`src/rtl/axil_cfg_pkg.sv`:
```
// axil_cfg_pkg: FSM states, AXI4-Lite response codes and filter register offsets for axil_cfg_master
package axil_cfg_pkg;
  typedef enum logic [2:0] {IDLE, WR_REQ, WR_RESP, RD_REQ, RD_RESP, RSP} state_t;
  localparam logic [1:0] AXIL_RESP_OKAY   = 2'b00;
  localparam logic [1:0] AXIL_RESP_SLVERR = 2'b10;
  localparam logic [1:0] AXIL_RESP_DECERR = 2'b11;
  localparam logic [31:0] REG_CTRL        = 32'h00;
  localparam logic [31:0] REG_PKT_IN      = 32'h04;
  localparam logic [31:0] REG_PKT_PASS    = 32'h08;
  localparam logic [31:0] REG_PKT_DROP    = 32'h0C;
  localparam logic [31:0] REG_RULE0_0     = 32'h10;
  localparam logic [31:0] REG_RULE0_1     = 32'h14;
  localparam logic [31:0] REG_RULE0_2     = 32'h18;
  localparam logic [31:0] REG_RULE1_0     = 32'h20;
  localparam logic [31:0] REG_RULE1_1     = 32'h24;
  localparam logic [31:0] REG_RULE1_2     = 32'h28;
  localparam logic [31:0] REG_PRINT_CTRL  = 32'h30;
  localparam logic [31:0] REG_SOFT_RESET  = 32'h40;
endpackage

```
`src/rtl/axil_cfg_master.sv`:
```
// axil_cfg_master: one-outstanding AXI4-Lite initiator, command in / response out; AXIL_MASTER_TIMEOUT_EN adds a timeout abort
module axil_cfg_master
  import axil_cfg_pkg::*;
#(
  parameter int TIMEOUT_CYCLES = 1024
) (
  input  logic        clk_axil,
  input  logic        rst,
  input  logic        cmd_valid,
  output logic        cmd_ready,
  input  logic        cmd_write,
  input  logic [31:0] cmd_addr,
  input  logic [31:0] cmd_wdata,
  input  logic [3:0]  cmd_wstrb,
  output logic        rsp_valid,
  input  logic        rsp_ready,
  output logic [31:0] rsp_rdata,
  output logic [1:0]  rsp_resp,
  output logic        rsp_timeout,
  output logic        busy,
  output logic        m_axil_awvalid,
  output logic [31:0] m_axil_awaddr,
  input  logic        m_axil_awready,
  output logic        m_axil_wvalid,
  output logic [31:0] m_axil_wdata,
  output logic [3:0]  m_axil_wstrb,
  input  logic        m_axil_wready,
  input  logic        m_axil_bvalid,
  input  logic [1:0]  m_axil_bresp,
  output logic        m_axil_bready,
  output logic        m_axil_arvalid,
  output logic [31:0] m_axil_araddr,
  input  logic        m_axil_arready,
  input  logic        m_axil_rvalid,
  input  logic [31:0] m_axil_rdata,
  input  logic [1:0]  m_axil_rresp,
  output logic        m_axil_rready
);
  if (TIMEOUT_CYCLES < 2 || TIMEOUT_CYCLES > 65535) begin : g_bad_timeout
    $error("TIMEOUT_CYCLES must be in 2..65535");
  end
  state_t state;
  logic hs, tmo;
  assign cmd_ready = state == IDLE;
  assign busy = state != IDLE;
  assign hs = state == WR_REQ  ? (!m_axil_awvalid || m_axil_awready) && (!m_axil_wvalid || m_axil_wready) :
              state == WR_RESP ? m_axil_bvalid :
              state == RD_REQ  ? m_axil_arready :
              state == RD_RESP ? m_axil_rvalid : 1'b0;
`ifdef AXIL_MASTER_TIMEOUT_EN
  logic [15:0] cnt;
  assign tmo = cnt == 16'(TIMEOUT_CYCLES) && state != RSP;
  always_ff @(posedge clk_axil)
    if (rst || state == IDLE || state == RSP) cnt <= '0;
    else cnt <= cnt + 16'd1;
`else
  assign tmo = 1'b0;
`endif
  always_ff @(posedge clk_axil) begin
    if (rst) begin
      state <= IDLE;
      m_axil_awvalid <= 1'b0;
      m_axil_awaddr <= '0;
      m_axil_wvalid <= 1'b0;
      m_axil_wdata <= '0;
      m_axil_wstrb <= '0;
      m_axil_bready <= 1'b0;
      m_axil_arvalid <= 1'b0;
      m_axil_araddr <= '0;
      m_axil_rready <= 1'b0;
      rsp_valid <= 1'b0;
      rsp_rdata <= '0;
      rsp_resp <= '0;
      rsp_timeout <= 1'b0;
    end else if (tmo && !hs) begin
      state <= RSP;
      m_axil_awvalid <= 1'b0;
      m_axil_wvalid <= 1'b0;
      m_axil_bready <= 1'b0;
      m_axil_arvalid <= 1'b0;
      m_axil_rready <= 1'b0;
      rsp_valid <= 1'b1;
      rsp_rdata <= '0;
      rsp_resp <= AXIL_RESP_SLVERR;
      rsp_timeout <= 1'b1;
    end else begin
      case (state)
        IDLE: if (cmd_valid) begin
          state <= cmd_write ? WR_REQ : RD_REQ;
          m_axil_awvalid <= cmd_write;
          m_axil_wvalid <= cmd_write;
          m_axil_arvalid <= !cmd_write;
          if (cmd_write) begin
            m_axil_awaddr <= cmd_addr;
            m_axil_wdata <= cmd_wdata;
            m_axil_wstrb <= cmd_wstrb;
          end else m_axil_araddr <= cmd_addr;
        end
        WR_REQ: begin
          if (m_axil_awready) m_axil_awvalid <= 1'b0;
          if (m_axil_wready) m_axil_wvalid <= 1'b0;
          if (hs) begin
            state <= WR_RESP;
            m_axil_bready <= 1'b1;
          end
        end
        WR_RESP: if (hs) begin
          state <= RSP;
          m_axil_bready <= 1'b0;
          rsp_valid <= 1'b1;
          rsp_rdata <= '0;
          rsp_resp <= m_axil_bresp;
          rsp_timeout <= 1'b0;
        end
        RD_REQ: if (hs) begin
          state <= RD_RESP;
          m_axil_arvalid <= 1'b0;
          m_axil_rready <= 1'b1;
        end
        RD_RESP: if (hs) begin
          state <= RSP;
          m_axil_rready <= 1'b0;
          rsp_valid <= 1'b1;
          rsp_rdata <= m_axil_rdata;
          rsp_resp <= m_axil_rresp;
          rsp_timeout <= 1'b0;
        end
        RSP: if (rsp_ready) begin
          state <= IDLE;
          rsp_valid <= 1'b0;
        end
        default: state <= IDLE;
      endcase
    end
  end
endmodule

```
`config.mk`:
```
export PLATFORM = sky130hd
export DESIGN_NAME = axil_cfg_master
export DESIGN_NICKNAME = d
export VERILOG_FILES = /design/src/rtl/axil_cfg_pkg.sv /design/src/rtl/axil_cfg_master.sv
export SDC_FILE = /design/constraint.sdc
export NUM_CORES = 1
export LEC_CHECK = 0
export ABC_AREA = 1
export BUFFER_PORTS_ARGS = -buffer_cell sky130_fd_sc_hd__buf_4
export CAP_MARGIN = 30
export CORE_MARGIN = 4
export CORE_UTILIZATION = 50
export CTS_BUF_LIST = sky130_fd_sc_hd__clkbuf_4
export DETAILED_ROUTE_END_ITERATION = 8
export PLACE_DENSITY = 0.95
export SYNTH_ARGS = -nofsm -noshare
export SYNTH_HDL_FRONTEND = slang
export SYNTH_SLANG_ARGS = --single-unit
```
`constraint.sdc`:
```
create_clock -name clk_axil -period 3 [get_ports clk_axil]
set_clock_uncertainty 0.05 [all_clocks]
set_input_delay 0.45 -clock clk_axil [delete_from_list [all_inputs] [get_ports clk_axil]]
set_output_delay 0.45 -clock clk_axil [all_outputs]
set_load 0.01 [all_outputs]
```
==> out/qor.txt <==
Buf+Inv Stages, Crit Path: 2
Critical path endpoint category: flop
First-pass GRT wire length: 25.2 mm
Initial Util: 51.4%
Setup slack after layout: 955 ps
Yosys reg bits: 143
Tightest Pin Transition: 936 ps
Synth Flop Type: dfxtp_1
Via count: 5432
Port Buffers: 255
Nets: 1019
CP max FO: 34
Post-detailed-route wirelength per cell: 15.2 um
Status: finished, final reports clean
Post-Synth Adder-Cell Area: 0%
Cells after Synth: 674
# Post-CTS Setup Buffers: 0
Remaining Overflow, GRT: 0
Vias in the first global route: 5237
Post-placement cell area: 0.00721 mm2
Post-Syn Area: 0.00531 mm2
Final Critical Period: 2050 ps
Cts bufs inserted: 17
Register Area: 0.00286 mm2
Post-Synth Simple-Gate Area: 19.8%
DRC errors left: 0
First-pass DRT Iterations: 5
Gr usage total: 24.7%
Yosys top cell by area: dfxtp_1
Top Ports: 257
M1 GR Usage: 27.7%
Worst Setup SP: state[1]
PD cells: 689 mW/mm2
Layout fillers: 823
Yosys Warn Count: 0
Hold violation count in the final report: 0
Most frequent cell after synthesis: nand2_1
Synthesized Nets: 788
Met2 usage: 42.9%
Hold path startpoint: m_axil_rdata[23]
Critical path's most frequent cell: nand2_2
DP Worst Slack: 1020 ps
Antenna diodes: 0
FP Rows: 37
Final setup TNS: 0 ps
Final non-filler cell area: 0.00753 mm2
Share of post-route cells with drive strength above 1: 33.2%
RSZ-0062 raised after global routing: false
Die Width: 111 um
Setup Viol. Count Final: 0
Peak Freq: 0.489 GHz
Startpoint Class: flop
Post-synthesis mux area share: 0%
ANT nets after route: 0
Post-Synth XOR/XNOR Area: 0%
Crit-path cells: nor2_4 > nand2_2 > clkinv_2 > nand2_2 > or2_2 > buf_12 > o21ai_0 > a21oi_1
Post-synth ARST share: 0%
Worst VDD drop: 0.455 mV
Synth-to-Final Area Change: 41.8%
R2r startpoint: state[1]
Top post-synthesis cells by count: nand2_1, dfxtp_1, a21oi_1, nand3_1, inv_1
Htree depth: 4
Worst Hold Margin: 140 ps
Via density: 5.15
Tcrit/Tclk final: 68.2%
Core area: 0.0103 mm2
Worst Path Arrival: 2410 ps
Distinct cells, synth: 22
Fin. max-slew vios: 0
Post-CTS sizing: 0
Routed Wire Length: 16.0 mm
Critical path required time: 3360 ps
Post-Syn Area per Cell: 7.88 um2
Busiest grt layer: met2
Crit path max-delay family: simple AND/OR/NAND/NOR gates
Post-synth top area share: 53.9%
Worst min path class: in2reg
Initial antenna violation count: 0
Clock sink count: 143
Post-synthesis compound-gate area fraction: 17.3%
Initial drt markers: 394
Largest family of logic cells by synthesized area: simple AND/OR/NAND/NOR gates
Slowest stage delay, CP: 550 ps
RD Place Congestion: 0.878
Slowest cell on the critical path: or2_2
Slew HR: 37.5%
Pin count of the biggest net entering global routing: 75
Critical path class: reg2reg
Tot Pwr: 5.18 mW
Synth top area cells: dfxtp_1, a21oi_1, nand2_1
Die area: 0.0123 mm2
CTS root buf: clkbuf_4
Static Leak: 3.30 nW
CTS Buffer Depth: 2
Register area share after synthesis: 53.9%
Clock transition at the registers of the reported paths: 150 ps
Post-DP HPWL: 11.8 mm
Multi-input gate area: 0.00197 mm2
Post-synth EDFFs: 0
Max capacitance violation total: 0
Global Route met3 Usage: 8.57%
TritonCTS clock tree: yes
Cts hold-fix bufs: 0
Clk_lat worst skew: 480 ps
Die Y: 111 um
path summary, 6_finish.rpt:
check | end | slack (ps) | cells after the start
setup / recovery | m_axil_araddr[26] | 950 | 8
hold reg to reg | m_axil_araddr[0] | 400 | 2
hold / removal | rsp_rdata[23] | 140 | 3
setup reg to reg | m_axil_araddr[26] | 950 | 8
layout by cell type, fill, tap and decap left out:
cell,instances
conb_1,1
nor3_1,1
clkinv_2,1
nor2_4,1
nand3_1,76
or2_2,1
clkinv_4,1
o211ai_1,3
inv_2,2
inv_1,48
nand2_1,148
buf_12,1
nor2_1,10
inv_6,4
clkbuf_4,17
nand4_1,5
o21ai_1,20
dfxtp_1,143
inv_8,6
buf_16,1
o21ai_0,16
a21oi_1,140
bufinv_16,2
buf_4,262
a31oi_1,2
clkinvlp_4,2
nand2_2,4
sequential cells by signal, indices dropped and copies added (netlist names), 2 cells and up:
| register | cells |
|---|---|
| state | 3 |
| m_axil_wdata | 32 |
| rsp_rdata | 32 |
| rsp_resp | 2 |
| m_axil_wstrb | 4 |
| m_axil_awaddr | 32 |
| m_axil_araddr | 32 |
final cells by class:
type | instances | area share (%)
Sequential cell | 143 | 38.0
Clock buffer | 17 | 1.70
Tap cell | 136 | 2.26
Multi-Input combinational cell | 428 | 26.2
Clock inverter | 15 | 2.48
Inverter | 51 | 2.56
Timing Repair Buffer | 264 | 26.8
tightest hold or removal path, delay by kind of cell:
kind                   cells  cell delay [ps]
AO/OA/AOI/OAI              1               50
buffers and inverters      1              100
AND/OR/NAND/NOR            1               50
report_power, final:
group / leakage, nW / total [mW] / internal [mW] / switching [mW]
registers: 1.16 / 2.30 / 2.14 / 0.151
clock network: 0.165 / 1.33 / 0.541 / 0.794
logic: 1.97 / 1.55 / 0.665 / 0.889
total: 3.30 / 5.18 / 3.35 / 1.83
stage by stage:
stage,std cells,utilization (%)
after floorplan,674,-
after global placement,1021,69.6
after detailed placement,1022,69.9
after CTS,1054,72.9
after global routing,1054,72.9
final,1054,72.9
cell families after synthesis:
logic type	count (synthesis)
buf+inv	103
simple gates	246
compound gates	181
flops	143
other cells	1
layer usage:
metal | share of wire (%) | wire length (um) | vias to the layer above
li1 | - | - | 2683
met1 | 39 | 6180 | 2465
met2 | 50 | 8020 | 242
met3 | 7.7 | 1230 | 42
met4 | 3.5 | 563 | 0
met5 | 0 | 0 | -
No activity file was read; power rests on OpenSTA's default activity.
